--- config.mk ---
export PLATFORM = sky130hd
export DESIGN_NAME = spm_share_ctrl_flat
export DESIGN_NICKNAME = d
export VERILOG_FILES = /design/src/rtl/spm_share_if.sv /design/src/rtl/spm_share_ctrl.sv /design/src/flat_wrapper.sv
export SDC_FILE = /design/constraint.sdc
export NUM_CORES = 1
export LEC_CHECK = 0
export ABC_CLOCK_PERIOD_IN_PS = 1700
export CORE_UTILIZATION = 30
export DETAILED_ROUTE_END_ITERATION = 16
export GPL_ROUTABILITY_DRIVEN = 0
export PLACE_DENSITY = 0.69
export SLEW_MARGIN = 20
export SYNTH_ARGS = -nofsm -noshare
export SYNTH_HDL_FRONTEND = slang
export SYNTH_SLANG_ARGS = --single-unit
--- constraint.sdc ---
create_clock -name clk -period 1.7 [get_ports clk]
set_input_delay 0.34 -clock clk [delete_from_list [all_inputs] [get_ports clk]]
set_output_delay 0.34 -clock clk [all_outputs]
set_load 0.1 [all_outputs]
--- src/rtl/spm_share_if.sv ---
// Bus bundle for the shared 8x8 multiplier controller.
// Carries the requester, response and engine channels plus busy.
interface spm_share_if #(
   parameter int NREQ = 4,
   parameter int W    = 8
);
   localparam int IDW = (NREQ > 1) ? $clog2(NREQ) : 1;

   logic [NREQ-1:0]   req_valid;
   logic [NREQ-1:0]   req_ready;
   logic [NREQ*W-1:0] req_a;
   logic [NREQ*W-1:0] req_b;
   logic              rsp_valid;
   logic              rsp_ready;
   logic [IDW-1:0]    rsp_id;
   logic [2*W-1:0]    rsp_product;
   logic              rsp_err;
   logic              mul_start;
   logic [W-1:0]      mul_multiplicand;
   logic [W-1:0]      mul_multiplier;
   logic [2*W-1:0]    mul_product;
   logic              mul_done;
   logic              busy;

   modport slave (
      input  req_valid, req_a, req_b, rsp_ready,
      input  mul_product, mul_done,
      output req_ready, rsp_valid, rsp_id,
      output rsp_product, rsp_err, mul_start,
      output mul_multiplicand, mul_multiplier, busy
   );

   modport master (
      output req_valid, req_a, req_b, rsp_ready,
      output mul_product, mul_done,
      input  req_ready, rsp_valid, rsp_id,
      input  rsp_product, rsp_err, mul_start,
      input  mul_multiplicand, mul_multiplier, busy
   );
endinterface

--- src/rtl/spm_share_ctrl.sv ---
// Round-robin sharing of one serial-parallel multiplier engine.
// Optional mul_done watchdog enabled by defining SPM_SHARE_WDOG_EN.
module spm_share_ctrl #(
   parameter int NREQ        = 4,
   parameter int W           = 8,
   parameter int WDOG_CYCLES = 16
) (
   input logic        clk,
   input logic        rst,
   spm_share_if.slave bus
);
   localparam int IDW = (NREQ > 1) ? $clog2(NREQ) : 1;

   typedef enum logic [1:0] {
      S_IDLE, S_ISSUE, S_WAIT, S_RESP
   } state_t;

   state_t         r_state, w_next;
   logic [IDW-1:0] r_rr, r_id, w_gnt;
   logic           w_gnt_vld;
   logic [W-1:0]   r_a, r_b, w_a, w_b;
   logic           r_rsp_valid, r_rsp_err;
   logic [2*W-1:0] r_rsp_prod;
   logic           w_accept, w_done, w_tout;

   // search above the last grant first, then wrap to 0..r_rr
   always_comb begin : arb
      w_gnt_vld = 1'b0;
      w_gnt     = '0;
      for (int i = 0; i < NREQ; i++) begin
         if (!w_gnt_vld && bus.req_valid[i] &&
             IDW'(i) > r_rr) begin
            w_gnt_vld = 1'b1;
            w_gnt     = IDW'(i);
         end
      end
      for (int i = 0; i < NREQ; i++) begin
         if (!w_gnt_vld && bus.req_valid[i] &&
             IDW'(i) <= r_rr) begin
            w_gnt_vld = 1'b1;
            w_gnt     = IDW'(i);
         end
      end
   end

   always_comb begin : opmux
      w_a = '0;
      w_b = '0;
      for (int i = 0; i < NREQ; i++) begin
         if (w_gnt == IDW'(i)) begin
            w_a = bus.req_a[i*W +: W];
            w_b = bus.req_b[i*W +: W];
         end
      end
   end

   assign w_accept = (r_state == S_IDLE) & w_gnt_vld;
   assign w_done   = (r_state == S_WAIT) & bus.mul_done;

`ifdef SPM_SHARE_WDOG_EN
   localparam int WDW = $clog2(WDOG_CYCLES + 1);
   logic [WDW-1:0] r_wdog;

   always_ff @(posedge clk or posedge rst) begin
      if (rst)
         r_wdog <= '0;
      else if (r_state != S_WAIT)
         r_wdog <= '0;
      else
         r_wdog <= r_wdog + 1'b1;
   end

   assign w_tout = (r_state == S_WAIT) & ~bus.mul_done &
                   (r_wdog == WDW'(WDOG_CYCLES - 1));
`else
   assign w_tout = 1'b0;
`endif

   // mul_done is not looked at in ISSUE: it may be stale
   always_comb begin
      w_next = r_state;
      unique case (r_state)
         S_IDLE:  if (w_gnt_vld) w_next = S_ISSUE;
         S_ISSUE: w_next = S_WAIT;
         S_WAIT:  if (w_done || w_tout) w_next = S_RESP;
         S_RESP:  if (bus.rsp_ready) w_next = S_IDLE;
         default: w_next = S_IDLE;
      endcase
   end

   always_ff @(posedge clk or posedge rst) begin
      if (rst) begin
         r_state     <= S_IDLE;
         r_rr        <= IDW'(NREQ - 1);
         r_id        <= '0;
         r_a         <= '0;
         r_b         <= '0;
         r_rsp_valid <= 1'b0;
         r_rsp_err   <= 1'b0;
         r_rsp_prod  <= '0;
      end else begin
         r_state <= w_next;
         if (w_accept) begin
            r_a  <= w_a;
            r_b  <= w_b;
            r_id <= w_gnt;
            r_rr <= w_gnt;
         end
         if (w_done || w_tout) begin
            r_rsp_valid <= 1'b1;
            r_rsp_err   <= w_tout;
            r_rsp_prod  <= w_tout ? '0 : bus.mul_product;
         end else if (r_state == S_RESP && bus.rsp_ready) begin
            r_rsp_valid <= 1'b0;
         end
      end
   end

   assign bus.req_ready = (w_accept && !rst) ?
                          (NREQ'(1) << w_gnt) : '0;
   assign bus.mul_start        = (r_state == S_ISSUE);
   assign bus.mul_multiplicand = r_a;
   assign bus.mul_multiplier   = r_b;
   assign bus.rsp_valid        = r_rsp_valid;
   assign bus.rsp_id           = r_id;
   assign bus.rsp_product      = r_rsp_prod;
   assign bus.rsp_err          = r_rsp_err;
   assign bus.busy             = (r_state != S_IDLE);
endmodule

--- src/flat_wrapper.sv ---
// flat-port wrapper written by rule: the top's interface ports become plain ports
module spm_share_ctrl_flat 
#(
   parameter int NREQ        = 4,
   parameter int W           = 8,
   parameter int WDOG_CYCLES = 16
)
  (clk, rst, bus_req_valid, bus_req_a, bus_req_b, bus_rsp_ready, bus_mul_product, bus_mul_done, bus_req_ready, bus_rsp_valid, bus_rsp_id, bus_rsp_product, bus_rsp_err, bus_mul_start, bus_mul_multiplicand, bus_mul_multiplier, bus_busy);
  spm_share_if #(.NREQ(NREQ), .W(W)) bus_i ();
  input logic clk;
  input logic rst;
  input wire logic [$bits(bus_i.req_valid)-1:0] bus_req_valid;
  input wire logic [$bits(bus_i.req_a)-1:0] bus_req_a;
  input wire logic [$bits(bus_i.req_b)-1:0] bus_req_b;
  input wire logic [$bits(bus_i.rsp_ready)-1:0] bus_rsp_ready;
  input wire logic [$bits(bus_i.mul_product)-1:0] bus_mul_product;
  input wire logic [$bits(bus_i.mul_done)-1:0] bus_mul_done;
  output wire logic [$bits(bus_i.req_ready)-1:0] bus_req_ready;
  output wire logic [$bits(bus_i.rsp_valid)-1:0] bus_rsp_valid;
  output wire logic [$bits(bus_i.rsp_id)-1:0] bus_rsp_id;
  output wire logic [$bits(bus_i.rsp_product)-1:0] bus_rsp_product;
  output wire logic [$bits(bus_i.rsp_err)-1:0] bus_rsp_err;
  output wire logic [$bits(bus_i.mul_start)-1:0] bus_mul_start;
  output wire logic [$bits(bus_i.mul_multiplicand)-1:0] bus_mul_multiplicand;
  output wire logic [$bits(bus_i.mul_multiplier)-1:0] bus_mul_multiplier;
  output wire logic [$bits(bus_i.busy)-1:0] bus_busy;
  assign bus_i.req_valid = bus_req_valid;
  assign bus_i.req_a = bus_req_a;
  assign bus_i.req_b = bus_req_b;
  assign bus_i.rsp_ready = bus_rsp_ready;
  assign bus_i.mul_product = bus_mul_product;
  assign bus_i.mul_done = bus_mul_done;
  assign bus_req_ready = bus_i.req_ready;
  assign bus_rsp_valid = bus_i.rsp_valid;
  assign bus_rsp_id = bus_i.rsp_id;
  assign bus_rsp_product = bus_i.rsp_product;
  assign bus_rsp_err = bus_i.rsp_err;
  assign bus_mul_start = bus_i.mul_start;
  assign bus_mul_multiplicand = bus_i.mul_multiplicand;
  assign bus_mul_multiplier = bus_i.mul_multiplier;
  assign bus_busy = bus_i.busy;
  spm_share_ctrl #(.NREQ(NREQ), .W(W), .WDOG_CYCLES(WDOG_CYCLES)) u_core (.clk(clk), .rst(rst), .bus(bus_i));
endmodule
==> results of run 1 <==
## cells in the mapped netlist (all sizes together) (2+ instances only)
library cell | instances | area, µm²
o21ai | 16 | 80.08
dfstp | 2 | 52.55
clkbuf | 8 | 31.28
or3 | 2 | 12.51
o22ai | 4 | 25.02
nand2b | 2 | 12.51
a221oi | 5 | 43.79
a211oi | 12 | 95.09
ha | 5 | 62.56
nand2 | 21 | 78.83
a32o | 11 | 110.1
o221ai | 11 | 96.34
inv | 8 | 30.03
mux2 | 17 | 191.4
and2 | 2 | 12.51
o311ai | 2 | 25.03
buf | 11 | 78.82
o211a | 2 | 20.02
nor3 | 2 | 10.01
nor2b | 2 | 12.51
dfrtp | 37 | 925.9
and3 | 2 | 12.51
nor2 | 10 | 37.54
a22oi | 4 | 30.03
a21oi | 7 | 35.03
## routing by layer
| metal | up-vias | track usage (%) |
|---|---|---|
| met3 | 9 | 9.142 |
| met4 | 0 | 5.961 |
| li1 | 1148 | - |
| met1 | 1174 | 24.20 |
| met2 | 125 | 40.31 |
| met5 | - | 0 |
## cells by family (layout without fill, tap and decap cells)
kind of cell    after synthesis  after routing
compound gates               79             80
fa+ha+maj                     5              5
buf+inv                      27            186
flops                        39             39
mux                          17             17
other cells                   1              1
simple gates                 48             48
## power groups by stage
stage	Combinational (mW)	Sequential (mW)	Clock (mW)
global route	8.69	2.01	0.910
floorplan	2.04	4.74	0
global placement	7.91	1.94	0
detailed placement	7.97	1.97	0
CTS	8.28	1.95	0.883
finish	8.38	1.95	0.853
## critical path, stage by stage (launching register included)
cell and delay, ps:
dfstp_2 580, and2b_2 250, o311ai_4 250, and2_4 190, and3_4 200, buf_12 170
## placed cells by master (no fill, tap or decap), drive strengths merged, types with 4 or more instances in the layout
cell type       n
clkdlybuf4s50  83
buf            82
dfrtp          37
nand2          21
mux2           17
o21ai          16
a211oi         12
o221ai         11
a32o           11
nor2           10
inv             8
clkbuf          7
a21oi           7
a221oi          5
ha              5
a22oi           4
o22ai           4
## metrics by stage
| step | std cells | total power, mW |
|---|---|---|
| after floorplan | 216 | 6.788 |
| after global placement | 456 | 9.846 |
| after detailed placement | 456 | 9.942 |
| after CTS | 468 | 11.11 |
| after global routing | 472 | 11.61 |
| final | 472 | 11.18 |
## state kept, by name (all words and copies together), names as in the netlist
signal and flops:
u_core.bus.rsp_product 16, u_core.bus.mul_multiplicand 8, u_core.bus.mul_multiplier 8, u_core.bus.rsp_id 2, u_core.r_rr 2, u_core.r_state 2, u_core.bus.rsp_valid 1
## repair_timing
| item | in CTS | in global routing |
|---|---|---|
| cloned | 2 | 1 |
| hold buffers | 0 | 0 |
| buffers inserted | 2 | 4 |
| resized for setup | 23 | 8 |
| pin swaps | 5 | 13 |
| endpoints found under the setup margin | 24 | 26 |
## how the worst max path moves through the flow
stage | slack [ps] | endpoint | cells past startpoint
6_report | -580 | bus_req_ready[1] | 5
5_1_grt | -630 | bus_req_ready[1] | 5
4_1_cts | -590 | bus_req_ready[1] | 5
3_5_place_dp | -660 | bus_req_ready[3] | 6
3_3_place_gp | -610 | bus_req_ready[3] | 6
2_1_floorplan | -640 | bus_req_ready[3] | 6
## cell type report
| class | count | area, µm² |
|---|---|---|
| fillers | 515 | 2281 |
| repair buffers | 170 | 2111 |
| multi-input cells | 151 | 1299 |
| flip-flops and latches | 39 | 978.4 |
| well taps | 96 | 120.1 |
| clock buffers | 6 | 82.58 |
| clock inverters | 2 | 38.79 |
| inverters | 8 | 33.78 |
==> impl_metrics.toml, run 1 <==
[synth]
syn_inst = 216
synthAdderAreaFrac_pct = 2.826
async_flop_share_pct = 100.0
syn_nets = 309
yosys.area_share.simple_pct = 10.06
syn_area_per_cell_um2 = 10.25
syn_area_um2 = 2213
synth_compound_area_share_pct = 27.76
synth_top_family_by_area = "compound AO/OA/AOI/OAI gates"
ys_seq_elements = 39
yosys.area_share.xor_xnor_pct = 0
seq_area_frac_synth_pct = 44.21
post_synth_num_cell_types = 42
ys.flop_type = "dfrtp_1"
synthMuxAreaShare_pct = 8.649
yosys_warnings = 0
synth-edff-count = 0

[detailed_routing]
routed.top_layer = "met4"
wl_met3_um = 991
route.met2.wl_um = 4261
wl_um = 8567
wl_per_cell_um = 18.15
dr.pass1.iters = 4
drcViolationCount = 0
ant_nets = 0
drtIter0Drc = 139
vias = 2456
routed_via_density = 5.203
met1_length_um = 3222

[layout]
post-route-util_pct = 67.15
final_nets = 468
synthToLayoutAreaGrowth_pct = 110.7
antennaDiodeCount = 0
layout-drive-gt1-share_pct = 40.16
final_area_um2 = 4663

[sta]
rsz0062_at_grt = "yes"
finalWorstPathRequiredPeriod_ps = 2282
fin_ws_ps = -582.4
finClkSkew_ps = 5.390
setup_viol = 23
slew_violations = 0
whs_ps = 437.6
fin_crit_sh_pct = 134.3
finalHoldViolCount = 0
tns_ps = -3881
max_freq_mhz = 438.1

[worst_setup_path]
r2r-start = "u_core.r_rr[0]"
end_kind = "output port"
startpoint = "u_core.r_rr[0]"
crit_required_ps = 1360
cp.arrival_ps = 1940
worstSetupStartpointType = "register"
worstSetupPathType = "register to output port"
r2r-end = "u_core.bus.mul_multiplicand[5]"
r2r_setup_slack_ps = -180
reg2regPathDepth = 6
critPathMaxFanout = 7

[global_route]
gr-total-overflow = 0
grt_start_max_net_pins = 31
grt_antenna_before_repair = 0
grt_pass1_vias = 2517
grt_pass1_wl_um = 12760
grt_use_total_pct = 22.38

[status]
violations = "setup timing"
outcome = "finished, violations left"

[cts]
h-tree-depth = 2
numClockSinks = 39
cts_tree = "built"
ctsRootBufferMaster = "clkbuf_8"
cts_buffers = 5
clk_pin_slew_ps = 90
insertion_delay_ps = 300
cts_buffer_depth = 2

[floorplan]
die_w_um = 87.90
die_h_um = 87.90
start_util_pct = 31.87
die_area_um2 = 7726
rows = 30
io_pins = 130
core-area_um2 = 6944

[place]
placed_area_um2 = 4332
hpwl_um = 6012
dp_worst_setup_slack_ps = -660.1
io_buffers = 128

[worst_hold_path]
hp-class = "primary input to asynchronous set/reset pin"

[power_and_ir_drop]
p_switching_mw = 5.944
internal_power_mw = 5.239
p_sw_share_pct = 53.15
worst_ir_drop_vdd_mv = 1.423
p_leak_nw = 1.951
p_comb_share_pct = 74.9
p_per_area_nw_per_um2 = 2398
p_seq_share_pct = 17.4
clock_power_share_pct = 7.6

[job]
max_cap_violations = 0
No activity file was read; power rests on OpenSTA's default activity.
==> inputs of run 2 (changes only) <==
CORE_UTILIZATION = 34   (was 30)
PLACE_DENSITY = 0.76   (was 0.69)
==> run 2 against run 1 <==
The run still ends with setup timing left. Fmax up 0.67%. Setup slack improved by 15 ps. Register-to-register slack barely moved. Critical path type unchanged. First-iteration DRC count decreased by 1.4%. Die area is 12% lower. Final area decreased by 0.32%. Clock skew up 4.2 ps. Routed wire length is 1.8% higher.
==> impl_metrics.toml, run 2 (synthesized netlist as in run 1, its figures left out) <==
[worst_setup_path]
critPathMaxFanout = 6
cp.arrival_ps = 1930
r2r-start = "u_core.r_rr[0]"
end_kind = "output port"
reg2regPathDepth = 9
worstSetupPathType = "register to output port"
r2r-end = "u_core.bus.mul_multiplier[2]"
r2r_setup_slack_ps = -180
crit_required_ps = 1360
worstSetupStartpointType = "register"
crit_path_end = "bus_req_ready[1]"
startpoint = "u_core.r_rr[0]"

[floorplan]
die_w_um = 82.69
die_h_um = 82.69
rows = 29
die_area_um2 = 6837
start_util_pct = 35.06
core-area_um2 = 6314
io_pins = 130

[place]
io_buffers = 128
hpwl_um = 6148

[sta]
fin_ws_ps = -567.2
rsz0062_at_grt = "yes"
fin_crit_sh_pct = 133.4
finalWorstPathRequiredPeriod_ps = 2267
slew_violations = 0
max_freq_mhz = 441.1
finClkSkew_ps = 9.576
finalHoldViolCount = 0
setup_viol = 24

[layout]
post-route-util_pct = 73.62
antennaDiodeCount = 0
layout_commonest_cell = "clkdlybuf4s50_1"
synthToLayoutAreaGrowth_pct = 110.0
largest_register_ffs = 16
layout-drive-gt1-share_pct = 41.15
most-common-layout-cells = "clkdlybuf4s50_1, buf_12, buf_4, dfrtp_1, nand2_1"
nFillCells = 433
final_nets = 476

[status]
violations = "setup timing"
outcome = "finished, violations left"

[global_route]
grt_start_max_net_pins = 37
grt_antenna_before_repair = 0
grt_pass1_wl_um = 12730
grt_pass1_vias = 2655
gr-total-overflow = 0
grt_use_total_pct = 25.30

[detailed_routing]
drcViolationCount = 0
dr.pass1.iters = 4
vias = 2547
ant_nets = 0
wl_per_cell_um = 18.92
drtIter0Drc = 137
routed_via_density = 5.525
wl_um = 8721

[cts]
insertion_delay_ps = 300
hold_buffers = 0
h-tree-depth = 2
cts_buffers = 5
clk_pin_slew_ps = 80
ctsRootBufferMaster = "clkbuf_8"
cts_tree = "built"
numClockSinks = 39
cts_buffer_depth = 2

[job]
max_cap_violations = 0

[power_and_ir_drop]
p_per_area_nw_per_um2 = 2405
worst_ir_drop_vdd_mv = 1.758
power_mw = 11.18
p_leak_nw = 1.964

[worst_hold_path]
hp-class = "primary input to asynchronous set/reset pin"
[run 2: cell count changes in the layout (fill, tap and decap cells not counted), sizes merged]
| cell | previous run | this run |
|---|---|---|
| clkdlybuf4s15 | 1 | 0 |
| dlymetal6s2s | 1 | 0 |
| clkdlybuf4s50 | 83 | 84 |
| inv | 8 | 6 |
| clkinv | 0 | 3 |
| clkbuf | 7 | 5 |
| dlygate4sd2 | 2 | 3 |
| buf | 82 | 91 |
[run 2: layout make-up]
type | instances | area, µm² | area share, %
inverter | 8 | 33.78 | 0.7268
clock inverter | 3 | 43.79 | 0.9421
timing repair buffer | 178 | 2132 | 45.87
multi-input combinational | 151 | 1295 | 27.86
clock buffer | 5 | 68.82 | 1.480
sequential | 39 | 978.4 | 21.05
tap | 77 | 96.34 | 2.073
[run 2: what timing repair did]
item / 4_1_cts / 5_1_grt
setup endpoints to repair: 23 / 24
setup buffers: 6 / 7
endpoints found under the hold margin: 0 / 0
cloned: 2 / 0
resized for setup: 24 / 5
pin swaps: 18 / 13
[run 2: layer usage]
layer | GRT usage [%] | vias to the layer above | wire [µm]
met5 | 0 | - | 0
met4 | 9.310 | 0 | 157
met3 | 9.670 | 15 | 879
met2 | 45.33 | 118 | 4493
met1 | 26.74 | 1252 | 3190
li1 | - | 1162 | -
[run 2: how the worst min path moves through the flow]
stage	start	slack, ps	cells after the start	endpoint
final	rst	420	3	u_core.bus.rsp_id[1]
after global routing	rst	430	3	u_core.bus.rsp_id[1]
after CTS	rst	370	3	u_core.bus.rsp_id[1]
after detailed placement	u_core.bus.rsp_valid	530	2	u_core.bus.rsp_valid
after global placement	u_core.bus.rsp_valid	520	2	u_core.bus.rsp_valid
after floorplan	bus_mul_product[0]	490	1	u_core.bus.rsp_product[0]
[run 2: metrics by stage]
| stage | setup WS (ps) | setup TNS, ps | std cells | hold slack (ps) | area, µm² |
|---|---|---|---|---|---|
| floorplan | -644.8 | -4190 | 216 | 490.6 | 2356 |
| global placement | -634.2 | -11610 | 438 | 520.3 | 4290 |
| detailed placement | -678.9 | -12420 | 438 | 527.0 | 4290 |
| CTS | -573.2 | -4967 | 454 | 370.2 | 4576 |
| global route | -642.7 | -6597 | 461 | 425.0 | 4648 |
| finish | -567.2 | -5326 | 461 | 417.9 | 4648 |
[run 2: worst max-delay path, cell delays in order, from the launching register on]
cell	delay, ps
dfstp_2	580
and2b_2	250
o311ai_4	250
and2_4	190
and3_4	190
buf_12	170
[run 2: power breakdown]
part / switching, mW / internal, mW / total (mW)
Sequential: 0.528 / 1.43 / 1.96
Combinational: 5.08 / 3.35 / 8.43
Clock: 0.361 / 0.437 / 0.798
